`src/rtl/data_mem_arb_pkg.sv`:
```
// Shared types and defaults for the two-port data memory arbiter.
// Contents: arbiter state encoding, default address/data widths, and a
// helper that maps a port index to its grant state.
package data_mem_arb_pkg;

   localparam int unsigned ARB_AW_DEF = 8;
   localparam int unsigned ARB_DW_DEF = 8;

   typedef enum logic [1:0] {
      ARB_IDLE = 2'd0,
      ARB_GNT0 = 2'd1,
      ARB_GNT1 = 2'd2
   } arb_state_t;

   // Grant state owned by the given port index.
   function automatic arb_state_t gnt_state(input logic port);
      return port ? ARB_GNT1 : ARB_GNT0;
   endfunction

endpackage

```
`src/rtl/data_mem_arbiter_rr_arb2.sv`:
```
// Two-way round-robin tie-break.
// Ports:
//   req    : request vector {Req1, Req0}
//   last   : index of the port served most recently
//   winner : port to grant (only meaningful when req != 0)
module rr_arb2
   import data_mem_arb_pkg::*;
(
   input  logic [1:0] req,
   input  logic       last,
   output logic       winner
);

   // A lone requester wins outright; on a tie the port not served last wins.
   always_comb begin
      winner = 1'b0;
      if (req == 2'b11) begin
         winner = ~last;
      end else if (req[1]) begin
         winner = 1'b1;
      end
   end

endmodule

```
`src/rtl/data_mem_arbiter.sv`:
```
// Round-robin arbiter sharing one single-port data memory between two
// requesters (port 0: core load/store, port 1: loader/DMA).
// Optional feature: define DMARB_LOCK_EN to honour Lock0/Lock1 bursts;
// otherwise the Lock inputs are ignored.
// Ports:
//   Clk, Reset               : clock, async active-high reset
//   Req/Wr/Addr/WData/Lock x : requester x transaction (held until Gnt x)
//   Gntx                     : high while port x owns the memory
//   RdValidx / RDatax        : read completion pulse / held read data
//   MemWriteEn/MemAddress/MemDataIn : drive DataMem
//   MemDataOut               : DataMem combinational read data (MSB unused)
module data_mem_arbiter
   import data_mem_arb_pkg::*;
#(
   parameter int unsigned AW = ARB_AW_DEF,
   parameter int unsigned DW = ARB_DW_DEF
) (
   input  logic          Clk,
   input  logic          Reset,
   input  logic          Req0,
   input  logic          Wr0,
   input  logic [AW-1:0] Addr0,
   input  logic [DW-1:0] WData0,
   input  logic          Lock0,
   input  logic          Req1,
   input  logic          Wr1,
   input  logic [AW-1:0] Addr1,
   input  logic [DW-1:0] WData1,
   input  logic          Lock1,
   output logic          Gnt0,
   output logic          Gnt1,
   output logic          RdValid0,
   output logic          RdValid1,
   output logic [DW-1:0] RData0,
   output logic [DW-1:0] RData1,
   output logic          MemWriteEn,
   output logic [AW-1:0] MemAddress,
   output logic [DW-1:0] MemDataIn,
   input  logic [DW:0]   MemDataOut
);

   arb_state_t state_q;
   arb_state_t state_nxt;
   logic       last_q;
   logic       last_nxt;
   logic       winner;
   logic       lock0_eff;
   logic       lock1_eff;
   logic       hs0;
   logic       hs1;

   // Burst lock qualification.
`ifdef DMARB_LOCK_EN
   assign lock0_eff = Lock0;
   assign lock1_eff = Lock1;
`else
   logic unused_lock;
   assign lock0_eff   = 1'b0;
   assign lock1_eff   = 1'b0;
   assign unused_lock = Lock0 | Lock1;
`endif

   // DataMem returns one bit wider than the data path; the extra bit is ignored.
   logic unused_dout_msb;
   assign unused_dout_msb = MemDataOut[DW];

   assign hs0 = (state_q == ARB_GNT0) & Req0;
   assign hs1 = (state_q == ARB_GNT1) & Req1;

   rr_arb2 u_rr_arb2 (
      .req    ({Req1, Req0}),
      .last   (last_q),
      .winner (winner)
   );

   // Next-state and round-robin pointer update.
   always_comb begin
      state_nxt = state_q;
      last_nxt  = last_q;
      case (state_q)
         ARB_IDLE: begin
            if (Req0 | Req1) begin
               state_nxt = gnt_state(winner);
            end
         end
         ARB_GNT0: begin
            last_nxt  = 1'b0;
            state_nxt = lock0_eff ? ARB_GNT0 : ARB_IDLE;
         end
         ARB_GNT1: begin
            last_nxt  = 1'b1;
            state_nxt = lock1_eff ? ARB_GNT1 : ARB_IDLE;
         end
         default: begin
            state_nxt = ARB_IDLE;
         end
      endcase
   end

   // State, pointer and grant flops; grants mirror the state they accompany.
   always_ff @(posedge Clk or posedge Reset) begin
      if (Reset) begin
         state_q <= ARB_IDLE;
         last_q  <= 1'b1;
         Gnt0    <= 1'b0;
         Gnt1    <= 1'b0;
      end else begin
         state_q <= state_nxt;
         last_q  <= last_nxt;
         Gnt0    <= (state_nxt == ARB_GNT0);
         Gnt1    <= (state_nxt == ARB_GNT1);
      end
   end

   // Per-port read data capture at the edge that completes a read.
   always_ff @(posedge Clk or posedge Reset) begin
      if (Reset) begin
         RdValid0 <= 1'b0;
         RdValid1 <= 1'b0;
         RData0   <= '0;
         RData1   <= '0;
      end else begin
         RdValid0 <= hs0 & ~Wr0;
         RdValid1 <= hs1 & ~Wr1;
         if (hs0 & ~Wr0) begin
            RData0 <= MemDataOut[DW-1:0];
         end
         if (hs1 & ~Wr1) begin
            RData1 <= MemDataOut[DW-1:0];
         end
      end
   end

   // Memory mux follows the owner's live inputs so locked beats can change
   // address/data every cycle; quiet while idle and during reset.
   always_comb begin
      MemWriteEn = 1'b0;
      MemAddress = '0;
      MemDataIn  = '0;
      case (state_q)
         ARB_GNT0: begin
            MemWriteEn = Wr0;
            MemAddress = Addr0;
            MemDataIn  = WData0;
         end
         ARB_GNT1: begin
            MemWriteEn = Wr1;
            MemAddress = Addr1;
            MemDataIn  = WData1;
         end
         default: begin
            MemWriteEn = 1'b0;
         end
      endcase
   end

endmodule

```
`config.mk`:
```
export PLATFORM = sky130hd
export DESIGN_NAME = data_mem_arbiter
export DESIGN_NICKNAME = d
export VERILOG_FILES = /design/src/rtl/data_mem_arb_pkg.sv /design/src/rtl/data_mem_arbiter_rr_arb2.sv /design/src/rtl/data_mem_arbiter.sv
export SDC_FILE = /design/constraint.sdc
export NUM_CORES = 1
export LEC_CHECK = 0
export CORE_AREA = 2 2 73 75
export DETAILED_ROUTE_END_ITERATION = 16
export DIE_AREA = 0 0 75 77
export HOLD_SLACK_MARGIN = 0.06
export PLACE_DENSITY_LB_ADDON = 0.15
export SYNTH_ARGS = -nofsm -noshare
export SYNTH_HDL_FRONTEND = slang
export SYNTH_SLANG_ARGS = --single-unit
```
`constraint.sdc`:
```
create_clock -name Clk -period 1.9 [get_ports Clk]
set_input_delay 0.19 -clock Clk [delete_from_list [all_inputs] [get_ports Clk]]
set_output_delay 0.19 -clock Clk [all_outputs]
set_load 0.05 [all_outputs]
```
==> key figures, run 1 <==
Run status
  • Status: complete, no violations

Clock network
  • CTS clk-pin slew, worst paths: 70 ps
  • Num CTS Buffers: 3
  • H-tree depth: 1
  • Worst skew pair latency: 250 ps
  • Deepest clock path buffer count: 2
  • CTS root buf: clkbuf_8
  • Hold_buf cts: 0
  • TritonCTS Sinks: 23
  • CTS tree: yes

Global route
  • Number of global-route vias before repair: 1201
  • Initial antenna violation count: 0
  • GRT Util Overall: 11.7%
  • Overflow after GRT: 0
  • Global-route wire length before repair: 5.40 mm
  • Largest net degree at the start of global routing: 19

Power
  • LEAKAGE: 0.978 nW
  • Int Pwr: 2.30 mW
  • Power share of the clock group: 6.6%
  • Combinational share of power: 74.0%
  • Pwr per Cell Area: 1800 mW/mm²
  • Sw power: 2.03 mW
  • Sw frac: 46.9%
  • Flop pwr share: 19.4%
  • VDD IR max: 0.870 mV
  • Post-route total power: 4.33 mW

Floorplanning
  • Die area: 0.00578 mm²
  • Die Y: 77 µm
  • I/O Pins: 86
  • Core Region: 0.00498 mm²
  • Initial core utilization: 24.1%
  • Die width: 75 µm
  • # rows: 26

Finish
  • Number of fill cells: 477
  • Ant diodes: 0
  • Finished Core Util: 48.3%
  • Finished Layout Cells: 260
  • Ratio of cells with drive above 1 in the final layout: 34.2%
  • Area grow syn2layout: 101%
  • Net count, final: 244

Critical path
  • CP Data Required Time: 1710 ps
  • Reg2Reg Setup Slack: 270 ps
  • CP max FO: 8
  • CP Launch Type: flop
  • R2R Path End: RData0[1]$_DFFE_PP0P_
  • Worst reg2reg path startpoint: state_q[1]$_DFF_PP0_
  • R2R cell count: 6
  • Slowest stage delay, CP: 440 ps
  • WS Path Type: reg2out
  • Worst Setup End Kind: output pin
  • Worst path cell trace: inv_2, ha_2, buf_6, a22oi_1, nor2b_1, buf_12
  • Slowest cell on crit path: dfrtp_2
  • CP arrival: 1620 ps

Job
  • Max Cap Violations: 0

Synth
  • Main area contributors after synthesis: dfrtp_1 46%, mux2_2 16%, a22oi_1 11%
  • Largest family of logic cells by synthesized area: multiplexers
  • Synth Cell Area: 0.00120 mm²
  • Flop and latch count out of synthesis: 23
  • Post-synthesis mux area share: 16.0%
  • Avg Synthesized Cell Area: 11.6 µm²
  • Adder-Cell Fraction of Synth Area: 4.18%
  • Part of the Yosys area used for sequential elements: 48.1%
  • Yosys top cell area share: 45.9%
  • Xor/xnor cell area share of the yosys netlist: 0%
  • Warnings from Yosys: 0
  • Synth Area in Compound Gates: 12.9%
  • Post-Synthesis Net Count: 156
  • Simple-Gate Fraction of Synth Area: 15.2%
  • Distinct cells, synth: 18
  • Yosys top cell by area: dfrtp_1
  • Syn Inst Count: 103

Route
  • Routed wire length: 3.47 mm
  • Via/cell ratio: 4.37
  • Vias: 1136
  • Drt wl/cell: 13.3 µm
  • ANT nets after route: 0
  • Drt initial violations: 12
  • Router iterations before antenna repair: 4
  • Residual DRC: 0

Place
  • HPWL Detailed: 2.67 mm
  • Placed cells: 253
  • Placer Congestion: 0.685
  • PortBufs: 82

STA
  • RSZ-0062 raised after global routing: false
  • Crit share post-route: 95.1%
  • Fin crit period: 1810 ps
  • Final Slew Violations: 0
  • Max Fclk: 553 MHz
  • Final Hold Vio Count: 0
  • Clock Skews: 0.690 ps
  • Worst hold slack: 168 ps
  • Final setup viols: 0
  • Worst Tran Pin Value: 533 ps
  • Slew HR: 64.4%
  • Setup tns final: 0 ps

Hold path
  • Hold Crit Class: in2async
==> area by class of cell <==
type | count | area (µm²) | share of cell area [%]
tap | 70 | 87.6 | 3.64
inverter | 5 | 18.8 | 0.780
multi-input combinational | 70 | 629 | 26.2
sequential | 23 | 578 | 24.0
clock buffer | 4 | 45.0 | 1.87
timing repair buffer | 88 | 1050 | 43.5
==> cells by family (layout without fill, tap and decap cells) <==
group,count (synthesis),in the layout
AND/OR/NAND/NOR,28,28
buffers and inverters,10,97
AO/OA/AOI/OAI,21,21
flip-flops,23,23
adder cells (fa/ha/maj),4,4
multiplexers,17,17
==> registers in the layout, indices dropped and copies added, names as in the netlist <==
register	count
Gnt1	1
last_q	1
RdValid1	1
state_q	2
RData1	8
Gnt0	1
RData0	8
RdValid0	1
==> power groups by stage <==
stage | clock [mW] | combinational [mW] | sequential, mW
floorplan | 0 | 1.20 | 1.52
CTS | 0.301 | 3.17 | 0.844
finish | 0.284 | 3.21 | 0.841
global route | 0.322 | 3.38 | 0.879
global placement | 0 | 3.07 | 0.837
detailed placement | 0 | 3.08 | 0.844
==> metrics by stage <==
step	instance area (µm²)	worst slack [ps]
after floorplan	1220	95.4
after global placement	2300	194
after detailed placement	2300	158
after CTS	2370	40.4
after global routing	2410	3.62
final	2410	92.7
==> worst max-delay path: cells and delay by family, from the launching register on <==
kind | cells | cell delay, ps
buffers and inverters | 3 | 420
flip-flops | 1 | 440
adder cells (fa/ha/maj) | 1 | 220
AO/OA/AOI/OAI | 1 | 80
AND/OR/NAND/NOR | 1 | 210
==> cell usage in the layout (no fill, tap or decap), types with 2 or more instances in the layout <==
master / n
nor2_1: 3
inv_1: 3
dfrtp_1: 21
a22oi_1: 18
buf_4: 4
clkdlybuf4s50_1: 65
inv_2: 2
nor2b_1: 5
o21a_1: 2
ha_2: 2
and2_1: 2
mux2_2: 17
clkbuf_8: 3
nor2b_2: 13
buf_12: 17
==> synthesized netlist by cell type <==
cell / instances
dfrtp_1: 22
a22oi_1: 18
nor2b_1: 18
mux2_2: 17
inv_1: 5
buf_2: 4
ha_1: 4
nor2_1: 3
and2_1: 2
o21a_1: 2
clkbuf_1: 1
dfstp_2: 1
nand2_1: 1
nand2b_1: 1
nand3b_2: 1
nand3b_4: 1
nor3_1: 1
o21ai_0: 1
==> worst max-delay path by stage <==
stage,endpoint,slack [ps],startpoint,cells past startpoint
after floorplan,MemWriteEn,100,state_q[1]$_DFF_PP0_,5
after global placement,MemWriteEn,190,state_q[0]$_DFF_PP0_,4
after detailed placement,MemWriteEn,160,state_q[0]$_DFF_PP0_,4
after CTS,MemAddress[1],40,state_q[0]$_DFF_PP0_,6
after global routing,MemAddress[0],4,state_q[1]$_DFF_PP0_,6
final,MemAddress[1],90,state_q[0]$_DFF_PP0_,6
==> metal layers <==
layer | global-route usage, % | vias to the layer above | part of all wire (%)
met5 | 0 | - | 0
met4 | 2.68 | 0 | 0.29
met3 | 2.76 | 2 | 13
met2 | 20.0 | 66 | 46
met1 | 14.5 | 533 | 40
li1 | - | 535 | -
==> what timing repair did <==
action | CTS | global route
buffers inserted | 0 | 2
gates resized for setup | 7 | 8
cloned | 0 | 1
endpoints found under the setup margin | 17 | 14
Power figures use the tool's default switching activity.
==> inputs of run 2 (changes only) <==
--- a/config.mk
+++ b/config.mk
@@ -9,7 +9,7 @@
 export DETAILED_ROUTE_END_ITERATION = 16
 export DIE_AREA = 0 0 75 77
 export HOLD_SLACK_MARGIN = 0.06
-export PLACE_DENSITY_LB_ADDON = 0.15
+export PLACE_DENSITY_LB_ADDON = 0.2
 export SYNTH_ARGS = -nofsm -noshare
 export SYNTH_HDL_FRONTEND = slang
 export SYNTH_SLANG_ARGS = --single-unit
==> key figures, run 2 (synthesized netlist as in run 1, its figures left out) <==
Run status
  • Status: complete, no violations

Floorplanning
  • Core Region: 0.00498 mm²
  • Die area: 0.00578 mm²
  • Die Y: 77 µm
  • Die width: 75 µm
  • # rows: 26
  • Initial core utilization: 24.1%
  • I/O Pins: 86

STA
  • Max Fclk: 555 MHz
  • Crit share post-route: 94.9%
  • Final setup viols: 0
  • Clock Skews: 2.22 ps
  • Final Slew Violations: 0
  • RSZ-0062 raised after global routing: false
  • Slew HR: 65.6%
  • Final Hold Vio Count: 0
  • Setup tns final: 0 ps
  • Fin crit period: 1800 ps
  • Worst Tran Pin Value: 515 ps

Clock network
  • Deepest clock path buffer count: 2
  • TritonCTS Sinks: 23
  • CTS root buf: clkbuf_8
  • H-tree depth: 1
  • Num CTS Buffers: 3
  • Worst skew pair latency: 260 ps
  • Hold_buf cts: 0
  • CTS tree: yes
  • CTS clk-pin slew, worst paths: 80 ps

Finish
  • Finished Core Util: 48.5%
  • Ratio of cells with drive above 1 in the final layout: 34.9%
  • Ant diodes: 0
  • Net count, final: 243
  • Leading cell type in the layout, fill and taps excluded: clkdlybuf4s50_1
  • Area grow syn2layout: 101%
  • Most frequent cells in the layout: 65 x clkdlybuf4s50_1, 20 x dfrtp_1, 18 x a22oi_1
  • Post-route cell area: 0.00241 mm²
  • Largest registers: RData0 x8, RData1 x8, state_q x2

Power
  • LEAKAGE: 0.975 nW
  • VDD IR max: 0.902 mV
  • Flop pwr share: 19.6%
  • Sw power: 2.06 mW
  • Int Pwr: 2.29 mW
  • Combinational share of power: 73.8%
  • Power share of the clock group: 6.6%
  • Pwr per Cell Area: 1800 mW/mm²
  • Sw frac: 47.3%

Place
  • PortBufs: 82
  • HPWL Detailed: 2.85 mm
  • Placer Congestion: 0.684
  • Placed instance area: 0.00231 mm²

Route
  • Routed wire length: 3.60 mm
  • ANT nets after route: 0
  • Vias: 1128
  • Residual DRC: 0
  • Drt initial violations: 14
  • Drt wl/cell: 13.9 µm
  • Router iterations before antenna repair: 4
  • Via/cell ratio: 4.36

Global route
  • Overflow after GRT: 0
  • Number of global-route vias before repair: 1206
  • GRT Util Overall: 12.1%
  • Initial antenna violation count: 0
  • Global-route wire length before repair: 5.52 mm
  • Largest net degree at the start of global routing: 19

Critical path
  • Termination of the worst setup path: MemDataIn[6]
  • Worst Setup End Kind: output pin
  • CP arrival: 1610 ps
  • WS Path Type: reg2out
  • CP max FO: 10
  • R2R Path End: RData1[5]$_DFFE_PP0P_
  • Critical Path Source: state_q[0]$_DFF_PP0_
  • Worst reg2reg path startpoint: state_q[0]$_DFF_PP0_
  • Reg2Reg Setup Slack: 450 ps
  • R2R cell count: 4
  • CP Data Required Time: 1710 ps
  • CP Launch Type: flop

Job
  • Max Cap Violations: 0

Hold path
  • Hold Crit Class: in2async
==> run 2: routing by layer <==
layer | GRT usage [%] | vias up | wire length, µm
met1 | 14.1 | 529 | 1450
li1 | - | 532 | -
met5 | 0 | - | 0
met3 | 2.10 | 5 | 351
met2 | 21.8 | 62 | 1760
met4 | 3.75 | 0 | 43
==> run 2: worst min path at each step <==
stage	from	end	slack [ps]	cells after the start
2_1_floorplan	Reset	Gnt0$_DFF_PP0_	190	1
3_3_place_gp	RData1[6]$_DFFE_PP0P_	RData1[6]$_DFFE_PP0P_	490	1
3_5_place_dp	Reset	RData0[3]$_DFFE_PP0P_	490	2
4_1_cts	Reset	RData0[2]$_DFFE_PP0P_	200	2
5_1_grt	Reset	Gnt1$_DFF_PP0_	230	2
6_report	Reset	RData1[2]$_DFFE_PP0P_	190	2
==> run 2: final cells by class <==
type                    instances  area, µm²
fillers                       458       2560
flip-flops and latches         23        579
clock inverters                 1       5.00
inverters                       5       21.3
multi-input cells              70        649
clock buffers                   3       41.3
well taps                      70       87.6
repair buffers                 87       1030
==> run 2: metrics by stage <==
step | hold WS [ps] | total power [mW] | instances | setup WS [ps]
2_1_floorplan | 191 | 2.72 | 103 | 95.4
3_3_place_gp | 488 | 3.91 | 254 | 206
3_5_place_dp | 489 | 3.97 | 254 | 103
4_1_cts | 205 | 4.38 | 258 | 19.4
5_1_grt | 226 | 4.58 | 259 | 5.93
6_report | 192 | 4.35 | 259 | 97.1
==> run 2: critical path, cell delays in order, from the launching register on <==
cell and delay (ps):
dfrtp_2 450, inv_4 100, ha_4 190, buf_4 180, a22oi_1 110, nor2b_2 170
buf_12 150
==> run 2: power groups by stage <==
| stage | combinational, mW | sequential (mW) | clock, mW |
|---|---|---|---|
| final | 3.21 | 0.853 | 0.288 |
| after global routing | 3.36 | 0.888 | 0.333 |
| after CTS | 3.22 | 0.859 | 0.304 |
| after detailed placement | 3.12 | 0.848 | 0 |
| after global placement | 3.08 | 0.833 | 0 |
| after floorplan | 1.20 | 1.52 | 0 |
==> run 2: repair_timing <==
action / CTS / global route
buffers inserted: 0 / 1
pin swaps: 0 / 0
setup endpoints to repair: 17 / 12
resized for setup: 11 / 3
